`config.mk`:
```
export PLATFORM = sky130hd
export DESIGN_NAME = sine_nco
export DESIGN_NICKNAME = d
export VERILOG_FILES = /design/src/rtl/sine_nco.sv
export SDC_FILE = /design/constraint.sdc
export NUM_CORES = 1
export LEC_CHECK = 0
export ABC_AREA = 1
export BUFFER_PORTS_ARGS = -buffer_cell sky130_fd_sc_hd__buf_2
export CORE_MARGIN = 2
export CORE_UTILIZATION = 64
export DETAILED_ROUTE_END_ITERATION = 16
export PLACE_DENSITY = 0.86
export SLEW_MARGIN = 40
export SYNTH_ARGS = -nofsm -noshare
export SYNTH_HDL_FRONTEND = slang
export SYNTH_SLANG_ARGS = --single-unit
```
`constraint.sdc`:
```
create_clock -name clk -period 2.7 [get_ports clk]
set_clock_uncertainty 0.1 [all_clocks]
set_input_delay 0.405 -clock clk [delete_from_list [all_inputs] [get_ports clk]]
set_output_delay 0.405 -clock clk [all_outputs]
set_load 0.1 [all_outputs]
```
`src/rtl/sine_nco.sv`:
```
// sine_nco: phase-accumulator NCO front end emitting a full-wave table index
// over a ready/valid handshake. Optional LFSR dither: define SINE_NCO_DITHER_EN.
module sine_nco #(
    parameter int ROM_DEPTH = 64,
    parameter int PHASE_W   = 24,
    parameter int DITHER_W  = 8,
    localparam int ADDRW    = $clog2(4 * ROM_DEPTH)
) (
    input  logic               clk,
    input  logic               rst,
    input  logic               en,
    input  logic [PHASE_W-1:0] ftw,
    input  logic               ftw_load,
    input  logic [ADDRW-1:0]   phase_off,
    input  logic               sync,
    output logic [ADDRW-1:0]   id,
    output logic               id_valid,
    input  logic               id_ready,
    output logic               wrap
);

    if (PHASE_W <= ADDRW) begin : g_bad_phase_w
        $error("sine_nco: PHASE_W must exceed ADDRW");
    end
    if (DITHER_W > PHASE_W - ADDRW) begin : g_bad_dither_w
        $error("sine_nco: DITHER_W must not exceed PHASE_W-ADDRW");
    end

    logic [PHASE_W-1:0] acc_q, acc_d;
    logic [PHASE_W-1:0] ftw_q, ftw_d;
    logic [ADDRW-1:0]   id_q, id_d;
    logic               id_valid_q, id_valid_d;
    logic               wrap_q, wrap_d;
    logic [PHASE_W:0]   sum;
    logic [ADDRW-1:0]   tap;
    logic               adv;

    assign adv = en && (!id_valid_q || id_ready);

`ifdef SINE_NCO_DITHER_EN
    logic [15:0]        lfsr_q, lfsr_d;
    logic [PHASE_W-1:0] dith_acc;

    // Galois form, taps 16,14,13,11; dither only perturbs the tap, never the accumulator.
    assign lfsr_d   = {1'b0, lfsr_q[15:1]} ^ (lfsr_q[0] ? 16'hB400 : 16'h0000);
    assign dith_acc = acc_q + (PHASE_W'(lfsr_q[DITHER_W-1:0]) << (PHASE_W - ADDRW - DITHER_W));
    assign tap      = dith_acc[PHASE_W-1 -: ADDRW];

    always_ff @(posedge clk) begin
        if (rst) begin
            lfsr_q <= 16'hACE1;
        end else if (!sync && adv) begin
            lfsr_q <= lfsr_d;
        end
    end
`else
    assign tap = acc_q[PHASE_W-1 -: ADDRW];
`endif

    // NOTE: next-state logic uses blocking '=' with a default for every output
    // first, so no latch is inferred; only the always_ff below uses '<='.
    always_comb begin
        sum        = {1'b0, acc_q} + {1'b0, ftw_q};
        acc_d      = acc_q;
        id_d       = id_q;
        id_valid_d = id_valid_q;
        wrap_d     = 1'b0;
        ftw_d      = ftw_load ? ftw : ftw_q;
        if (sync) begin
            acc_d      = '0;
            id_valid_d = 1'b0;
        end else if (adv) begin
            id_d       = tap + phase_off;
            acc_d      = sum[PHASE_W-1:0];
            id_valid_d = 1'b1;
            wrap_d     = sum[PHASE_W];
        end else if (id_valid_q && id_ready) begin
            // Consumer took the sample while the oscillator is disabled.
            id_valid_d = 1'b0;
        end
    end

    always_ff @(posedge clk) begin
        if (rst) begin
            acc_q      <= '0;
            ftw_q      <= '0;
            id_q       <= '0;
            id_valid_q <= 1'b0;
            wrap_q     <= 1'b0;
        end else begin
            acc_q      <= acc_d;
            ftw_q      <= ftw_d;
            id_q       <= id_d;
            id_valid_q <= id_valid_d;
            wrap_q     <= wrap_d;
        end
    end

    assign id       = id_q;
    assign id_valid = id_valid_q;
    assign wrap     = wrap_q;

endmodule

```
==> impl_metrics.csv, run 1 <==
group,metric,value,unit
logic_synthesis,edff_count_synth,0,
finish,num_antenna_cells,0,
power,power_leakage,2.72,nW
die,initial_cell_density_of_the_core,65.6,%
logic_synthesis,syn-instance-count,679,
logic_synthesis,synth_cell_type_count,33,
clock_network,holdBufCountCts,0,
place,hpwl,8330,um
setup_path,criticalPathCategory,"reg2reg",
grt,gr-usage-all-layers,32.6,%
place,globalplace.congestion,0.918,
clock_network,cts_resized,0,
sta,report.final.setup_viol,0,
clock_network,cts-root-buf,"clkbuf_8",
power,power.ir.vdd_worst,448,uV
grt,grt_pass1_vias,4153,
run_status,run_status,"complete, no violations",
clock_network,cts_num_sinks,58,
logic_synthesis,synth.net_count,750,
clock_network,clock_tree.htree_level_count,3,
clock_network,cts_tree,"yes",
routing,routed_via_density,5.28,
sta,period_minus_slack,2.02,ns
routing,final_antenna_net_count,0,
setup_path,timing.critical_path.required,2.84,ns
job,max-cap-violations,0,
setup_path,max_stage_delay,0.45,ns
logic_synthesis,postSynth.asyncResetShare,0,%
setup_path,cell_at_the_slowest_stage_of_the_critical_path,"fa_1",
finish,share_of_final_layout_standard_cells_stronger_than_drive_strength_1,10.6,%
sta,worst_slew_margin_rel,49.4,%
routing,routed-via-count,4286,
logic_synthesis,synth.yosys.seq_area_share,28.2,%
sta,hold_viol,0,
logic_synthesis,yosys_warnings,0,
clock_network,clkLatencyLatePin,0.35,ns
place,place.port_buffers,47,
setup_path,critical_path_peak_fanout,3,
routing,drt-total-wl,10900,um
clock_network,cts_made_buffers,9,
die,top_ports,48,
logic_synthesis,avgSynthCellArea,6.06,sq um
logic_synthesis,ys.flop_type,"dfxtp_1",
sta,clock.fmax,495,MHz
worst_hold_path,worst_hold_path.num_cells,3,
routing,detail_route.drc_violations,0,
logic_synthesis,mappedNetlistArea,4120,sq um
finish,layout.cells.non_filler,811,
sta,timing_worst_slew_pin_value,0.755,ns
clock_network,cts_setup_buffers,0,
clock_network,clockBufferDepth,2,
logic_synthesis,ys_ff_latch,58,
die,die-area,7090,sq um
routing,wl_per_cell,13.4,um
setup_path,worst-endpoint-arrival,2.16,ns
die,std_cell_rows,29,
die,design.core.area,6280,sq um
setup_path,critical_path.n_buffers_inverters,1,
die,die-width,84.2,um
setup_path,cp-end-kind,"flip-flop",
setup_path,worst_path_most_repeated_cell,"nand2_1",
setup_path,timing.critical_path.max_delay_family,"simple AND/OR/NAND/NOR gates",
routing,drt_iter0_drc,333,
setup_path,worst-r2r-cell-count,11,
logic_synthesis,synth_largest_type_area_fraction,28.2,%
logic_synthesis,post-synth-top-area-cell,"dfxtp_1",
logic_synthesis,synthTopCellsByArea,"dfxtp_1, nand2_1, inv_1",
setup_path,critPathLaunchType,"flip-flop",
routing,detailedRoute.firstPassIterationCount,5,
finish,number_of_nets_in_the_layout,801,
worst_hold_path,hp-class,"in2reg",
sta,layout_worst_path_cycle_share,74.8,%
die,die_height,84.2,um
finish,fillerInstances,560,
setup_path,crit_chain,"ha_1 > fa_1 > nand2_1 > nand2_1 > nand2_1 > nand3b_1 > nand3_1 > nand2_1 > nand3_1 > nand2_1 > inv_1",
sta,timing_max_transition_violations_final,0,
grt,global_route_wire_length_before_repair,18500,um
finish,synthToLayoutAreaGrowth,12.3,%
grt,grt_max_degree,27,
sta,final.setup.tns,0,ns
setup_path,cp.depth,11,
sta,grt_setup_unrepaired,"false",
grt,grt_overflow,0,
grt,number_of_antenna_violations_at_the_first_check_in_global_routing,0,
power,powerDensity,478,nW/um^2
place,dpl.cell_count,796,
clock_network,clk_pin_slew_worst_paths,0.08,ns
cell usage after synthesis, drive strengths merged, types with 3 or more instances:
| library cell | n |
|---|---|
| nand3 | 41 |
| a21o | 6 |
| xnor2 | 3 |
| buf | 5 |
| ha | 31 |
| o211ai | 3 |
| nor2 | 121 |
| a21oi | 20 |
| or2 | 3 |
| inv | 117 |
| nand4 | 10 |
| nand2 | 189 |
| o21bai | 3 |
| clkbuf | 8 |
| o21ai | 41 |
| nor3 | 3 |
| dfxtp | 58 |
| xor2 | 7 |
registers in the layout, indices dropped and copies added, names as in the netlist:
name / count
wrap: 1
id_valid: 1
acc_q: 24
id: 8
ftw_q: 24
final cells by class:
cell class              count  area, sq um  share of cell area, %
multi-input cells         489         2450                   53.0
clock inverters             2         10.0                  0.216
well taps                  77         96.3                   2.08
flip-flops and latches     58         1160                   25.1
repair buffers             53          280                   6.06
clock buffers              13          179                   3.87
inverters                 119          447                   9.66
logic make-up (layout without fill, tap and decap cells):
kind of cell / after synthesis / count (layout) / share of synthesized area (%)
AOI/OAI and AO/OA: 76 / 76 / 10.2
xor gates and xnor gates: 10 / 10 / 2.13
adders and majority gates: 33 / 33 / 10.4
buffers and inverters: 132 / 187 / 12.3
DFF: 58 / 58 / 28.2
and+or+nand+nor: 370 / 370 / 36.8
metrics by stage:
| stage | utilization, % | area [sq um] | setup WS [ns] | hold slack (ns) | power [mW] |
|---|---|---|---|---|---|
| after detailed placement | 70.7 | 4440 | 0.704 | 0.384 | 1.44 |
| final | 73.7 | 4620 | 0.681 | 0.176 | 2.21 |
| after CTS | 73.7 | 4620 | 0.703 | 0.181 | 2.20 |
| after floorplan | - | 4120 | 0.702 | 0.362 | 1.31 |
| after global routing | 73.7 | 4620 | 0.549 | 0.186 | 2.31 |
| after global placement | 70.7 | 4440 | 0.778 | 0.372 | 1.42 |
per-layer routing:
metal  global-route usage, %  vias to the layer above  share of wire, %
met5                       0                        -                 0
met4                    13.6                        0               2.9
met1                    42.6                     1907                46
li1                        -                     2203                 -
met3                    4.13                       32               5.2
met2                    54.6                      144                45
path summary, 6_finish.rpt:
| check | startpoint | endpoint | slack, ns |
|---|---|---|---|
| hold / removal | ftw[20] | ftw_q[20]$_SDFFE_PP0P_ | 0.18 |
| setup reg to reg | acc_q[0]$_SDFFE_PP0P_ | acc_q[20]$_SDFFE_PP0P_ | 0.68 |
| setup / recovery | acc_q[0]$_SDFFE_PP0P_ | acc_q[20]$_SDFFE_PP0P_ | 0.68 |
| hold reg to reg | id_valid$_SDFFE_PP0P_ | id_valid$_SDFFE_PP0P_ | 0.40 |
power by group:
group	total (mW)	internal, mW	leakage, nW	switching, mW
sequential	0.941	0.908	0.478	0.0332
combinational	0.489	0.159	2.14	0.330
clock	0.779	0.426	0.101	0.353
total	2.21	1.49	2.72	0.716
cell usage in the layout (no fill, tap or decap), types with 3 or more instances in the layout:
master / synthesis / routed
xnor2_1: 3 / 3
nor2_4: 3 / 3
buf_2: 2 / 47
o21bai_1: 3 / 3
nand2_1: 188 / 188
dfxtp_1: 58 / 58
o211ai_1: 3 / 3
xor2_1: 7 / 7
nor3_1: 3 / 3
nand3_1: 41 / 41
a21oi_1: 20 / 20
clkbuf_8: 0 / 13
a21o_1: 6 / 6
clkinv_1: 2 / 3
nor2_1: 116 / 116
o21ai_0: 39 / 39
inv_1: 116 / 115
buf_4: 2 / 6
ha_1: 31 / 31
nand4_1: 10 / 10
worst reg2reg max path: stages (launching register included):
cell and delay (ns):
dfxtp_1 0.32, ha_1 0.25, fa_1 0.45, nand2_1 0.09
nand2_1 0.07, nand2_1 0.14, nand3b_1 0.15, nand3_1 0.12
nand2_1 0.08, nand3_1 0.07, nand2_1 0.07, inv_1 0.03
Note: power is estimated with default switching activity, not from simulation.
==> run 2: changes to the inputs <==
--- a/config.mk
+++ b/config.mk
@@ -8,9 +8,9 @@
 export ABC_AREA = 1
 export BUFFER_PORTS_ARGS = -buffer_cell sky130_fd_sc_hd__buf_2
 export CORE_MARGIN = 2
-export CORE_UTILIZATION = 64
+export CORE_UTILIZATION = 59
 export DETAILED_ROUTE_END_ITERATION = 16
-export PLACE_DENSITY = 0.86
+export PLACE_DENSITY = 0.81
 export SLEW_MARGIN = 40
 export SYNTH_ARGS = -nofsm -noshare
 export SYNTH_HDL_FRONTEND = slang
==> constraint.sdc (replaced) <==
create_clock -name clk -period 1.9 [get_ports clk]
set_clock_uncertainty 0.1 [all_clocks]
set_input_delay 0.285 -clock clk [delete_from_list [all_inputs] [get_ports clk]]
set_output_delay 0.285 -clock clk [all_outputs]
set_load 0.1 [all_outputs]
==> impl_metrics.csv, run 2 (synthesis results as in run 1) <==
group,metric,value,unit
setup_path,r2r_start,"acc_q[19]$_SDFFE_PP0P_",
job,max-cap-violations,0,
place,globalplace.congestion,0.924,
finish,number_of_nets_in_the_layout,809,
grt,grt_max_degree,35,
clock_network,clock_tree.htree_level_count,3,
routing,detailedRoute.firstPassIterationCount,5,
finish,synthToLayoutAreaGrowth,23.2,%
die,top_ports,48,
setup_path,worst-endpoint-arrival,1.99,ns
finish,num_antenna_cells,0,
clock_network,holdBufCountCts,0,
setup_path,criticalPathCategory,"reg2reg",
routing,detail_route.drc_violations,0,
routing,routed-via-count,4358,
setup_path,cp-end-kind,"flip-flop",
die,die-width,87.5,um
sta,report.final.setup_viol,0,
power,post-layout-total-power,3.34,mW
finish,fin_util,75.1,%
worst_hold_path,hp-class,"in2reg",
die,die-area,7660,sq um
setup_path,critPathLaunchType,"flip-flop",
routing,drt_iter0_drc,283,
sta,grt_setup_unrepaired,"true",
setup_path,critical_path.reg2reg.endpoint,"acc_q[21]$_SDFFE_PP0P_",
grt,gr-usage-all-layers,30.0,%
finish,fillerInstances,540,
grt,grt_overflow,0,
setup_path,setup.worst_path.start,"acc_q[19]$_SDFFE_PP0P_",
clock_network,cts_made_buffers,9,
clock_network,cts_num_sinks,58,
clock_network,cts-root-buf,"clkbuf_8",
run_status,run_status,"complete, no violations",
die,die_height,87.5,um
sta,layout_worst_path_cycle_share,97.4,%
sta,timing_worst_slew_pin_value,0.491,ns
power,power_leakage,2.80,nW
place,dpl.cell_count,804,
power,powerDensity,658,nW/um^2
routing,final_antenna_net_count,0,
finish,share_of_final_layout_standard_cells_stronger_than_drive_strength_1,19.9,%
setup_path,capturing_element_of_the_worst_setup_path,"acc_q[21]$_SDFFE_PP0P_",
routing,routed_via_density,5.30,
finish,layout.cells.non_filler,822,
sta,worst_slew_margin_rel,67.3,%
setup_path,reg2reg_slack,0.05,ns
sta,clock.fmax,540,MHz
routing,wl_per_cell,13.9,um
die,initial_cell_density_of_the_core,60.9,%
die,std_cell_rows,30,
setup_path,timing.critical_path.required,2.04,ns
clock_network,clk_pin_slew_worst_paths,0.07,ns
worst_hold_path,worst_hold_path.num_cells,3,
finish,most_common_cell_after_layout_fill_and_taps_aside,"nand2_1",
setup_path,critical_path_peak_fanout,5,
sta,hold_viol,0,
sta,period_minus_slack,1.85,ns
sta,timing_max_transition_violations_final,0,
grt,number_of_antenna_violations_at_the_first_check_in_global_routing,0,
grt,grt_pass1_vias,3958,
sta,final.setup.tns,0,ns
clock_network,cts_tree,"yes",
finish,most_frequent_cells_in_the_layout,"nand2_1, inv_1, nor2_1",
place,place.port_buffers,47,
grt,global_route_wire_length_before_repair,18100,um
die,design.core.area,6760,sq um
setup_path,worst-r2r-cell-count,10,
clock_network,clkLatencyLatePin,0.34,ns
clock_network,clockBufferDepth,2,
routing,drt-total-wl,11400,um
place,hpwl,7990,um
sta,hold_slack_final,0.0643,ns
power,power.ir.vdd_worst,508,uV
==> run 2: cell count changes in the layout (fill, tap and decap cells not counted), moves of 6 or more <==
cell     delta
dfxtp_1     -8
dfxtp_2     +7
ha_4       +15
nand2_1    -17
buf_4       +7
nor2_1      -6
nand2_2    +13
ha_1       -20
a21oi_1     -6
==> run 2: cell type report <==
class                      count  area, sq um  share of cell area [%]
inverter                     119          447                    8.80
clock buffer                  13          169                    3.33
timing repair buffer          61          353                    6.95
tap                           80          100                    1.97
multi-input combinational    489         2800                    55.1
clock inverter                 2         35.0                   0.691
sequential                    58         1170                    23.1
==> run 2: what timing repair did <==
item / CTS / global route
hold endpoints to repair: 0 / 0
endpoints found under the setup margin: 3 / 20
setup buffers: 0 / 3
gates resized for setup: 4 / 75
pin swaps: 0 / 7
==> run 2: through the flow <==
stage	setup WS, ns	instance area (sq um)
2_1_floorplan	0.105	4120
3_5_place_dp	-0.00224	4490
6_report	0.0485	5070
3_3_place_gp	0.0225	4490
4_1_cts	0.00551	4710
5_1_grt	-0.0576	5070
==> run 2: how the worst min path moves through the flow <==
stage               slack (ns)                   from                endpoint
floorplan                 0.32                ftw[21]  ftw_q[21]$_SDFFE_PP0P_
global placement          0.37  acc_q[0]$_SDFFE_PP0P_   acc_q[0]$_SDFFE_PP0P_
detailed placement        0.39     id[6]$_SDFFE_PP0P_      id[6]$_SDFFE_PP0P_
CTS                       0.06                 ftw[9]   ftw_q[9]$_SDFFE_PP0P_
global route              0.07                 ftw[3]   ftw_q[3]$_SDFFE_PP0P_
finish                    0.06                 ftw[9]   ftw_q[9]$_SDFFE_PP0P_
==> run 2: critical path, cell delays in order (launching register included) <==
cell     delay, ns
dfxtp_1       0.39
ha_4          0.32
nand2_1       0.12
nor2_1        0.23
nand2_1       0.11
nor2_1        0.11
nand2_1       0.07
nand4_1       0.09
nand3_1       0.09
nand2_1       0.07
inv_1         0.03
==> run 2: routing by layer <==
| metal | vias up | GRT usage [%] | part of all wire, % |
|---|---|---|---|
| met5 | - | 0 | 0 |
| met3 | 29 | 5.84 | 5.8 |
| li1 | 2222 | - | - |
| met1 | 1955 | 40.9 | 45 |
| met2 | 152 | 46.8 | 46 |
| met4 | 0 | 12.2 | 3.3 |
==> run 2: report_power, final <==
part	internal, mW	total [mW]	leakage, nW	switching (mW)
sequential	1.29	1.35	0.481	0.0631
combinational	0.291	0.787	2.21	0.496
clock	0.705	1.20	0.106	0.494
==> run 3: changes to the inputs <==
--- a/config.mk
+++ b/config.mk
@@ -11,6 +11,8 @@
 export CORE_UTILIZATION = 59
 export DETAILED_ROUTE_END_ITERATION = 16
 export PLACE_DENSITY = 0.81
+export REMOVE_ABC_BUFFERS = 1
+export SKIP_LAST_GASP = 1
 export SLEW_MARGIN = 40
 export SYNTH_ARGS = -nofsm -noshare
 export SYNTH_HDL_FRONTEND = slang
==> impl_metrics.csv, run 3 (synthesis results as in run 1) <==
group,metric,value,unit
finish,area_of_the_multi_input_gates,2750,sq um
clock_network,holdBufCountCts,0,
sta,hold_viol,0,
setup_path,crit_chain,"ha_2 > nand2_2 > inv_1 > nand2_1 > nor2_1 > nand3b_1 > buf_4 > nand4_1 > nand3_1 > nand2_1 > inv_1",
run_status,run_status,"complete, no violations",
sta,worst_slew_margin_rel,67.5,%
grt,global_route_wire_length_before_repair,18200,um
sta,timing_max_transition_violations_final,0,
place,hpwl,8420,um
grt,grt_max_degree,35,
setup_path,setup.worst_path.start,"acc_q[10]$_SDFFE_PP0P_",
routing,drt_iter0_drc,228,
place,place.port_buffers,47,
setup_path,timing.critical_path.required,2.04,ns
setup_path,critPathLaunchType,"flip-flop",
sta,period_minus_slack,1.86,ns
power,comb_power_share,24.9,%
place,globalplace.congestion,0.914,
power,clkPwrFrac,32.4,%
setup_path,cell_at_the_slowest_stage_of_the_critical_path,"ha_2",
setup_path,timing.critical_path.max_delay_family,"simple AND/OR/NAND/NOR gates",
setup_path,critical_path.n_buffers_inverters,3,
routing,routed-via-count,4277,
grt,number_of_antenna_violations_at_the_first_check_in_global_routing,0,
die,top_ports,48,
sta,layout_worst_path_cycle_share,98.0,%
place,pre_cts_slack,-0.0422,ns
setup_path,cp-end-kind,"flip-flop",
routing,routed_via_density,5.17,
clock_network,cts-root-buf,"clkbuf_8",
sta,grt_setup_unrepaired,"true",
grt,grt_pass1_vias,4149,
finish,number_of_nets_in_the_layout,814,
power,post-layout-total-power,3.16,mW
finish,fillerInstances,590,
die,die_height,87.5,um
clock_network,clk_pin_slew_worst_paths,0.06,ns
finish,final_cell_area,5030,sq um
setup_path,criticalPathCategory,"reg2reg",
finish,register_area,1170,sq um
power,sw_ratio,33.1,%
setup_path,r2r_start,"acc_q[10]$_SDFFE_PP0P_",
routing,final_antenna_net_count,0,
power,powerDensity,628,nW/um^2
worst_hold_path,hp-start,"ftw[2]",
routing,wl_per_cell,13.8,um
place,postPlaceCellArea,4530,sq um
die,die-width,87.5,um
sta,timing.final.ws_setup,0.0383,ns
sta,clock.fmax,537,MHz
routing,detailedRoute.firstPassIterationCount,7,
clock_network,cts_made_buffers,9,
clock_network,clock_tree.htree_level_count,3,
routing,detail_route.drc_violations,0,
setup_path,max_stage_delay,0.38,ns
power,power_leakage,2.79,nW
finish,most_frequent_cells_in_the_layout,"nand2_1, inv_1, nor2_1",
grt,gr-usage-all-layers,30.4,%
finish,synthToLayoutAreaGrowth,22.1,%
clock_network,cts_num_sinks,58,
clock_network,cts_tree,"yes",
job,max-cap-violations,0,
routing,drt-total-wl,11400,um
sta,timing_worst_slew_pin_value,0.491,ns
finish,most_common_cell_after_layout_fill_and_taps_aside,"nand2_1",
finish,share_of_final_layout_standard_cells_stronger_than_drive_strength_1,19.1,%
sta,report.final.setup_viol,0,
power,p_seq_share,42.8,%
setup_path,critical_path_peak_fanout,5,
clock_network,clockBufferDepth,2,
worst_hold_path,hp-class,"in2reg",
clock_network,clkLatencyLatePin,0.34,ns
power,switching_power,1.04,mW
die,die-area,7660,sq um
die,design.core.area,6760,sq um
power,power.ir.vdd_worst,433,uV
die,initial_cell_density_of_the_core,60.9,%
grt,grt_overflow,0,
setup_path,worst-endpoint-arrival,2.00,ns
die,std_cell_rows,30,
power,internal_power,2.11,mW
finish,num_antenna_cells,0,
[run 3: cell count changes in the layout (fill, tap and decap cells not counted), moves of 2 or more]
cell and change:
buf_4 +5, dfxtp_2 -3, dfxtp_1 +4, nor2_1 +3, nand2_4 -2, clkinv_2 +2
nor2_2 -3, ha_4 -2
[run 3: timing repair]
item                                    4_1_cts  5_1_grt
pin swaps                                     0        9
endpoints found under the setup margin        8       21
buffers inserted                              0        2
resized for setup                             4       57
[run 3: worst paths after layout]
kind | end | slack (ns) | cells after the start
setup reg to reg | acc_q[20]$_SDFFE_PP0P_ | 0.04 | 11
setup / recovery | acc_q[20]$_SDFFE_PP0P_ | 0.04 | 11
hold / removal | ftw_q[2]$_SDFFE_PP0P_ | 0.07 | 3
hold reg to reg | id[3]$_SDFFE_PP0P_ | 0.39 | 2
[run 3: cell type report]
type / count / share of cell area (%)
Inverter: 119 / 8.89
Clock buffer: 12 / 3.09
Clock inverter: 3 / 0.299
Multi-Input combinational cell: 489 / 54.8
Sequential cell: 58 / 23.2
Timing Repair Buffer: 66 / 7.77
Tap cell: 80 / 1.99
[run 3: power by group through the flow]
| stage | clock (mW) | combinational, mW | sequential [mW] |
|---|---|---|---|
| 4_1_cts | 1.03 | 0.713 | 1.33 |
| 3_5_place_dp | 0 | 0.707 | 1.36 |
| 5_1_grt | 1.08 | 0.869 | 1.36 |
| 2_1_floorplan | 0 | 0.400 | 1.45 |
| 6_report | 1.02 | 0.786 | 1.35 |
| 3_3_place_gp | 0 | 0.688 | 1.36 |
[run 3: worst min-delay path, delay by kind of cell]
| kind | cells | cell delay, ns |
|---|---|---|
| buffers and inverters | 1 | 0.07 |
| AND/OR/NAND/NOR | 2 | 0.12 |
[run 3: layer usage]
metal	vias up	GRT usage (%)	share of wire, %
met5	-	0	0
met4	0	12.2	1.9
met3	17	3.20	5.5
met2	122	52.5	47
met1	1896	38.8	46
li1	2242	-	-
[run 3: metrics by stage]
step                utilization [%]  TNS, ns  hold WS [ns]  cells
global route                   74.4   -0.293        0.0624    827
detailed placement             67.1   -0.148         0.381    810
floorplan                         -   -13.37         0.320    666
CTS                            69.8        0        0.0621    825
finish                         74.4        0        0.0653    827
global placement               67.1        0         0.371    810
